$ cat src/rtl/serial_sub_pkg.sv
// Shared types and helpers for the bit-serial signed subtractor.
package serial_sub_pkg;

  typedef enum logic [1:0] {
    IDLE = 2'd0,
    RUN  = 2'd1,
    DONE = 2'd2
  } sub_state_t;

  localparam int N_BITS_DEFAULT = 8;

  // Signed overflow of a - b: operand signs differ and the result sign left the minuend's.
  function automatic logic sub_overflow(input logic a_msb, input logic b_msb, input logic d_msb);
    return (a_msb != b_msb) && (d_msb != a_msb);
  endfunction

endpackage

$ cat src/rtl/full_subtractor_bit.sv
// One-bit full subtractor: d = a - b - borrow_in, with borrow out.
module full_subtractor_bit (
  input  logic a,
  input  logic b,
  input  logic borrow_in,
  output logic d,
  output logic borrow_out
);

  assign d          = a ^ b ^ borrow_in;
  assign borrow_out = (~a & b) | (~(a ^ b) & borrow_in);

endmodule

$ cat src/rtl/serial_subtractor.sv
// Bit-serial signed subtractor, LSB first, with valid/ready on both sides
// and registered adder-style status flags plus overflow.
module serial_subtractor
  import serial_sub_pkg::*;
#(
  parameter int N_BITS = N_BITS_DEFAULT
) (
  input  logic              clk,
  input  logic              rst_n,
  input  logic              in_valid,
  output logic              in_ready,
  input  logic [N_BITS-1:0] num1,
  input  logic [N_BITS-1:0] num2,
  output logic              out_valid,
  input  logic              out_ready,
  output logic [N_BITS-1:0] diff,
  output logic              is_negative,
  output logic              is_zero,
  output logic              is_even,
  output logic              overflow
);

  localparam int                CNT_W    = $clog2(N_BITS) + 1;
  localparam logic [CNT_W-1:0] LAST_CNT = CNT_W'(N_BITS - 1);

  sub_state_t        state_q, state_d;
  logic [N_BITS-1:0] a_q, a_d;
  logic [N_BITS-1:0] b_q, b_d;
  logic [N_BITS-1:0] res_q, res_d;
  logic [N_BITS-1:0] diff_q, diff_d;
  logic [CNT_W-1:0]  cnt_q, cnt_d;
  logic              borrow_q, borrow_d;
  logic              a_msb_q, a_msb_d;
  logic              b_msb_q, b_msb_d;
  logic              out_valid_q, out_valid_d;
  logic              neg_q, neg_d;
  logic              zero_q, zero_d;
  logic              even_q, even_d;
  logic              ovf_q, ovf_d;

  logic              sub_bit;
  logic              sub_borrow;
  logic [N_BITS-1:0] res_next;

  full_subtractor_bit u_bit (
    .a          (a_q[0]),
    .b          (b_q[0]),
    .borrow_in  (borrow_q),
    .d          (sub_bit),
    .borrow_out (sub_borrow)
  );

  // Result fills from the MSB side so after N_BITS shifts bit 0 sits at the LSB.
  assign res_next = {sub_bit, res_q[N_BITS-1:1]};

  // Next-state and datapath decode.
  always_comb begin
    state_d     = state_q;
    a_d         = a_q;
    b_d         = b_q;
    res_d       = res_q;
    diff_d      = diff_q;
    cnt_d       = cnt_q;
    borrow_d    = borrow_q;
    a_msb_d     = a_msb_q;
    b_msb_d     = b_msb_q;
    out_valid_d = out_valid_q;
    neg_d       = neg_q;
    zero_d      = zero_q;
    even_d      = even_q;
    ovf_d       = ovf_q;

    case (state_q)
      IDLE: begin
        if (in_valid) begin
          state_d  = RUN;
          a_d      = num1;
          b_d      = num2;
          a_msb_d  = num1[N_BITS-1];
          b_msb_d  = num2[N_BITS-1];
          res_d    = {N_BITS{1'b0}};
          borrow_d = 1'b0;
          cnt_d    = {CNT_W{1'b0}};
        end else begin
          state_d = IDLE;
        end
      end
      RUN: begin
        a_d      = {1'b0, a_q[N_BITS-1:1]};
        b_d      = {1'b0, b_q[N_BITS-1:1]};
        res_d    = res_next;
        borrow_d = sub_borrow;
        cnt_d    = cnt_q + CNT_W'(1);
        if (cnt_q == LAST_CNT) begin
          state_d     = DONE;
          out_valid_d = 1'b1;
          diff_d      = res_next;
          neg_d       = res_next[N_BITS-1];
          zero_d      = (res_next == {N_BITS{1'b0}});
          even_d      = ~res_next[0];
          ovf_d       = sub_overflow(a_msb_q, b_msb_q, res_next[N_BITS-1]);
        end else begin
          state_d = RUN;
        end
      end
      DONE: begin
        if (out_ready) begin
          state_d     = IDLE;
          out_valid_d = 1'b0;
        end else begin
          state_d = DONE;
        end
      end
      default: begin
        state_d     = IDLE;
        out_valid_d = 1'b0;
      end
    endcase
  end

  // State and output registers.
  always_ff @(posedge clk or negedge rst_n) begin
    if (!rst_n) begin
      state_q     <= IDLE;
      a_q         <= {N_BITS{1'b0}};
      b_q         <= {N_BITS{1'b0}};
      res_q       <= {N_BITS{1'b0}};
      diff_q      <= {N_BITS{1'b0}};
      cnt_q       <= {CNT_W{1'b0}};
      borrow_q    <= 1'b0;
      a_msb_q     <= 1'b0;
      b_msb_q     <= 1'b0;
      out_valid_q <= 1'b0;
      neg_q       <= 1'b0;
      zero_q      <= 1'b0;
      even_q      <= 1'b0;
      ovf_q       <= 1'b0;
    end else begin
      state_q     <= state_d;
      a_q         <= a_d;
      b_q         <= b_d;
      res_q       <= res_d;
      diff_q      <= diff_d;
      cnt_q       <= cnt_d;
      borrow_q    <= borrow_d;
      a_msb_q     <= a_msb_d;
      b_msb_q     <= b_msb_d;
      out_valid_q <= out_valid_d;
      neg_q       <= neg_d;
      zero_q      <= zero_d;
      even_q      <= even_d;
      ovf_q       <= ovf_d;
    end
  end

  assign in_ready    = (state_q == IDLE);
  assign out_valid   = out_valid_q;
  assign diff        = diff_q;
  assign is_negative = neg_q;
  assign is_zero     = zero_q;
  assign is_even     = even_q;
  assign overflow    = ovf_q;

endmodule
$ cat config.mk
export PLATFORM = sky130hd
export DESIGN_NAME = serial_subtractor
export DESIGN_NICKNAME = d
export VERILOG_FILES = /design/src/rtl/serial_sub_pkg.sv /design/src/rtl/full_subtractor_bit.sv /design/src/rtl/serial_subtractor.sv
export SDC_FILE = /design/constraint.sdc
export NUM_CORES = 1
export LEC_CHECK = 0
export ABC_AREA = 1
export CAP_MARGIN = 20
export CORE_ASPECT_RATIO = 0.7
export CORE_MARGIN = 2
export CORE_UTILIZATION = 52
export CTS_CLUSTER_DIAMETER = 30
export DETAILED_ROUTE_END_ITERATION = 16
export PLACE_DENSITY = 0.78
export SYNTH_ARGS = -nofsm -noshare
export SYNTH_HDL_FRONTEND = slang
export SYNTH_SLANG_ARGS = --single-unit
export TNS_END_PERCENT = 30
$ cat constraint.sdc
create_clock -name clk -period 1.7 [get_ports clk]
set_input_delay 0.34 -clock clk [delete_from_list [all_inputs] [get_ports clk]]
set_output_delay 0.34 -clock clk [all_outputs]
set_load 0.05 [all_outputs]
==> flow_summary.html <==
<table>
<tr><th>Metric</th><th>Value</th></tr>
<tr><th colspan="2">Synthesis</th></tr>
<tr><td>Top cell types by occurrence after synthesis</td><td>sky130_fd_sc_hd__nand2_1 (131), sky130_fd_sc_hd__dfrtp_1 (44), sky130_fd_sc_hd__o21ai_0 (20)</td></tr>
<tr><td>Syn. warnings</td><td>0</td></tr>
<tr><td>Ys flop type</td><td>sky130_fd_sc_hd__dfrtp_1</td></tr>
<tr><td>Post-synth net total</td><td>272</td></tr>
<tr><td>Cell taking the most area after synthesis</td><td>sky130_fd_sc_hd__dfrtp_1</td></tr>
<tr><td>Top post-synthesis cells by area</td><td>sky130_fd_sc_hd__dfrtp_1 (55%), sky130_fd_sc_hd__nand2_1 (24%), sky130_fd_sc_hd__o21ai_0 (5.0%)</td></tr>
<tr><td>Area of the mapped netlist</td><td>2008 sq um</td></tr>
<tr><td>Number of distinct library cell variants in the gate-level netlist after synthesis</td><td>18</td></tr>
<tr><td>Post-synthesis sequential area ratio</td><td>54.83%</td></tr>
<tr><td>Synthesized netlist cell count</td><td>249</td></tr>
<tr><td>Top-count cell post-synth</td><td>sky130_fd_sc_hd__nand2_1</td></tr>
<tr><td>Share of the synthesized area in the top cell type</td><td>54.83%</td></tr>
<tr><td>Post-synthesis async set-or-reset flop share</td><td>100.0%</td></tr>
<tr><td>Number of synthesized register bits</td><td>44</td></tr>
<tr><td>Number of flops mapped to enable cells by yosys</td><td>0</td></tr>
<tr><td>Mapped Avg Cell Area</td><td>8.065 sq um</td></tr>
<tr><th colspan="2">Pwr</th></tr>
<tr><td>Sequential share of power</td><td>37.8%</td></tr>
<tr><td>Clock share of power</td><td>16.1%</td></tr>
<tr><td>Switching power</td><td>2.118 mW</td></tr>
<tr><td>Combinational power share</td><td>46.1%</td></tr>
<tr><td>Largest voltage drop on the vdd net</td><td>0.9520 mV</td></tr>
<tr><td>Total power per unit cell area</td><td>1942 nW/um^2</td></tr>
<tr><td>P_leak</td><td>1.319 nW</td></tr>
<tr><td>Cell-internal power</td><td>2.676 mW</td></tr>
<tr><td>Switching power share of the total</td><td>44.18%</td></tr>
<tr><th colspan="2">Clocking</th></tr>
<tr><td>Deepest level of the CTS H-tree</td><td>2</td></tr>
<tr><td>Clock network latency to the later pin of the worst-skew pair</td><td>0.30 ns</td></tr>
<tr><td>Clock Root Buffer</td><td>sky130_fd_sc_hd__clkbuf_8</td></tr>
<tr><td>Worst-case clock buffer depth</td><td>2</td></tr>
<tr><td>Sinks on the clock net</td><td>44</td></tr>
<tr><td>Number of clock buffers inserted by TritonCTS</td><td>5</td></tr>
<tr><td>TritonCTS clock tree</td><td>built</td></tr>
<tr><td>Register clock-pin slew on the reported worst setup and hold paths</td><td>0.07 ns</td></tr>
<tr><th colspan="2">Setup path</th></tr>
<tr><td>Startpoint-to-endpoint class of the critical path</td><td>reg2out</td></tr>
<tr><td>Worst-path cell with the longest stage delay</td><td>sky130_fd_sc_hd__dfrtp_1</td></tr>
<tr><td>R2R Path Start</td><td>borrow_q</td></tr>
<tr><td>Ordered cell list for the critical path</td><td>nor2_1 -&gt; buf_12</td></tr>
<tr><td>Top fanout value on the critical path</td><td>5</td></tr>
<tr><td>Type of element launching the critical path</td><td>flop</td></tr>
<tr><td>Data required time of the worst path</td><td>1.36 ns</td></tr>
<tr><td>Signal arrival time at the worst endpoint</td><td>1.18 ns</td></tr>
<tr><td>Delay of the slowest cell on the worst path</td><td>0.45 ns</td></tr>
<tr><td>Launch point of the critical path</td><td>state_q[0]</td></tr>
<tr><td>Worst Setup End Kind</td><td>output pin</td></tr>
<tr><th colspan="2">STA</th></tr>
<tr><td>Final period util</td><td>89.31%</td></tr>
<tr><td>Relative slew slack</td><td>71.44%</td></tr>
<tr><td>Setup TNS</td><td>0 ns</td></tr>
<tr><td>Time the worst path needs with I/O delays and setup</td><td>1.518 ns</td></tr>
<tr><td>RSZ-0062 raised after global routing</td><td>false</td></tr>
<tr><td>Total of endpoints with negative setup slack in the final report</td><td>0</td></tr>
<tr><td>Slew Viols, Final</td><td>0</td></tr>
<tr><td>Slew at the pin with the worst max-slew slack</td><td>0.4279 ns</td></tr>
<tr><td>Number of endpoints with negative hold slack in the final report</td><td>0</td></tr>
<tr><td>Fmax</td><td>658.7 MHz</td></tr>
<tr><td>Fin Clk Skew</td><td>0.005157 ns</td></tr>
<tr><th colspan="2">Global route</th></tr>
<tr><td>Number of antenna violations at the first check in global routing</td><td>0</td></tr>
<tr><td>Number of global-route vias before repair</td><td>1,629</td></tr>
<tr><td>Wire length of the first global-routing pass</td><td>6948 um</td></tr>
<tr><td>Sum of overflow across all layers after global routing</td><td>0</td></tr>
<tr><td>Global Route Usage Sum</td><td>20.31%</td></tr>
<tr><td>Largest net degree at the start of global routing</td><td>45</td></tr>
<tr><th colspan="2">Routing</th></tr>
<tr><td>Post-DR wirelength/cell</td><td>11.87 um</td></tr>
<tr><td>Total wire length</td><td>3999 um</td></tr>
<tr><td>DRC viols</td><td>0</td></tr>
<tr><td>Vias after detailed routing</td><td>1,657</td></tr>
<tr><td>Number of nets with antenna violations after detailed routing</td><td>0</td></tr>
<tr><td>Vias per cell</td><td>4.917</td></tr>
<tr><td>Iter 0 DRT Violations</td><td>91</td></tr>
<tr><td>Number of search-and-repair iterations in the first detailed-routing pass</td><td>4</td></tr>
<tr><th colspan="2">Placed design</th></tr>
<tr><td>Global placement routability congestion</td><td>0.7736</td></tr>
<tr><td>Port bufs</td><td>33</td></tr>
<tr><td>Final HPWL from detailed placement</td><td>2846 um</td></tr>
<tr><th colspan="2">Hold path</th></tr>
<tr><td>Class of the tightest hold or removal check</td><td>in2async</td></tr>
<tr><th colspan="2">Finish</th></tr>
<tr><td>Nets</td><td>309</td></tr>
<tr><td>Fraction of final layout cells sized beyond drive strength 1</td><td>11.85%</td></tr>
<tr><td>Post-route core utilization</td><td>68.51%</td></tr>
<tr><td>Number of diodes</td><td>0</td></tr>
<tr><td>Syn-to-layout area delta</td><td>22.93%</td></tr>
<tr><th colspan="2">Floorplan</th></tr>
<tr><td>Starting density of the core</td><td>55.73%</td></tr>
<tr><td>Die Area</td><td>4383 sq um</td></tr>
<tr><td>I/O pin total</td><td>34</td></tr>
<tr><td>Area of the placeable core</td><td>3603 sq um</td></tr>
<tr><td>Chip Width</td><td>78.28 um</td></tr>
<tr><td>Height of the die</td><td>56.00 um</td></tr>
<tr><td>Core Rows</td><td>18</td></tr>
<tr><th colspan="2">Run</th></tr>
<tr><td>Number of max-cap violations</td><td>0</td></tr>
<tr><th colspan="2">Outcome</th></tr>
<tr><td>Status</td><td>complete, no violations</td></tr>
</table>
[critical path, delay by kind of cell, from the launching register on]
family | cells | cell delay, ns
DFF | 1 | 0.45
and+or+nand+nor | 1 | 0.26
buffers and inverters | 1 | 0.17
[flip-flops by register name, summed over array words and instances (netlist names)]
signal     flops
res_q          7
diff           8
a_q            8
overflow       1
is_zero        1
state_q        2
a_msb_q        1
borrow_q       1
is_even        1
b_msb_q        1
b_q            8
cnt_q          4
out_valid      1
[layer usage]
layer  part of all wire, %  track usage (%)
met5                     0                0
met4                   1.6            9.273
met3                   4.2            4.870
met2                    45            30.17
met1                    50            28.42
[cells by family (layout without fill, tap and decap cells)]
| kind of cell | Yosys count | count (layout) | share of synthesized area (%) |
|---|---|---|---|
| compound gates | 23 | 23 | 6.293 |
| flops | 44 | 44 | 54.83 |
| fa+ha+maj | 3 | 3 | 2.617 |
| buf+inv | 28 | 66 | 7.476 |
| simple gates | 151 | 151 | 28.79 |
[path summary, 6_finish.rpt]
path                             to  slack (ns)  depth (start not counted)
min in group clk             a_q[2]        0.48                          2
max in group asynchronous  res_q[3]        1.50                          2
hold reg to reg              a_q[2]        0.48                          2
hold / removal              is_even       0.002                          2
setup reg to reg           overflow        0.21                          7
setup / recovery           in_ready        0.18                          2
[timing repair]
action                                  in CTS  in global routing
setup buffers                                0                  0
resized for setup                            0                  2
endpoints found under the setup margin       0                  7
hold buffers                                 0                  0
[cell type report]
class	count	area, sq um
clock buffers	6	72.57
clock inverters	2	35.03
fillers	317	1135
inverters	18	67.56
multi-input cells	177	762.0
flip-flops and latches	44	1101
well taps	50	62.56
repair buffers	40	367.9
[power by group through the flow]
stage,Combinational (mW),Clock [mW],Sequential (mW)
detailed placement,2.20,0,1.82
CTS,2.23,0.789,1.81
floorplan,1.24,0,2.16
finish,2.21,0.773,1.81
global placement,2.14,0,1.79
global route,2.47,0.836,1.86
[per-stage QoR]
step / setup WS (ns) / total power, mW / area [sq um] / std cells / hold slack (ns)
6_report: 0.1818 / 4.794 / 2469 / 337 / 0.002452
5_1_grt: 0.05749 / 5.171 / 2469 / 337 / 0.01528
4_1_cts: 0.1143 / 4.827 / 2464 / 337 / 0.009308
3_5_place_dp: 0.1226 / 4.020 / 2356 / 329 / 0.3303
3_3_place_gp: 0.1478 / 3.938 / 2356 / 329 / 0.3319
2_1_floorplan: 0.09905 / 3.398 / 2008 / 249 / 0.04441
[layout by cell type (no fill, tap or decap)]
cell type,n
sky130_fd_sc_hd__fa_1,2
sky130_fd_sc_hd__dfrtp_1,44
sky130_fd_sc_hd__nand3_1,5
sky130_fd_sc_hd__inv_1,17
sky130_fd_sc_hd__buf_2,1
sky130_fd_sc_hd__buf_12,2
sky130_fd_sc_hd__nand2_2,1
sky130_fd_sc_hd__clkdlybuf4s50_1,18
sky130_fd_sc_hd__o21ai_4,1
sky130_fd_sc_hd__a21oi_1,2
sky130_fd_sc_hd__nor2_2,2
sky130_fd_sc_hd__clkinv_2,1
sky130_fd_sc_hd__o21ai_0,20
sky130_fd_sc_hd__nand4_1,1
sky130_fd_sc_hd__buf_4,19
sky130_fd_sc_hd__nand2_1,130
sky130_fd_sc_hd__clkbuf_1,1
sky130_fd_sc_hd__inv_2,1
sky130_fd_sc_hd__ha_1,1
sky130_fd_sc_hd__nor2_1,12
sky130_fd_sc_hd__bufinv_16,1
sky130_fd_sc_hd__clkbuf_8,5
Note: power is estimated with default switching activity, not from simulation.
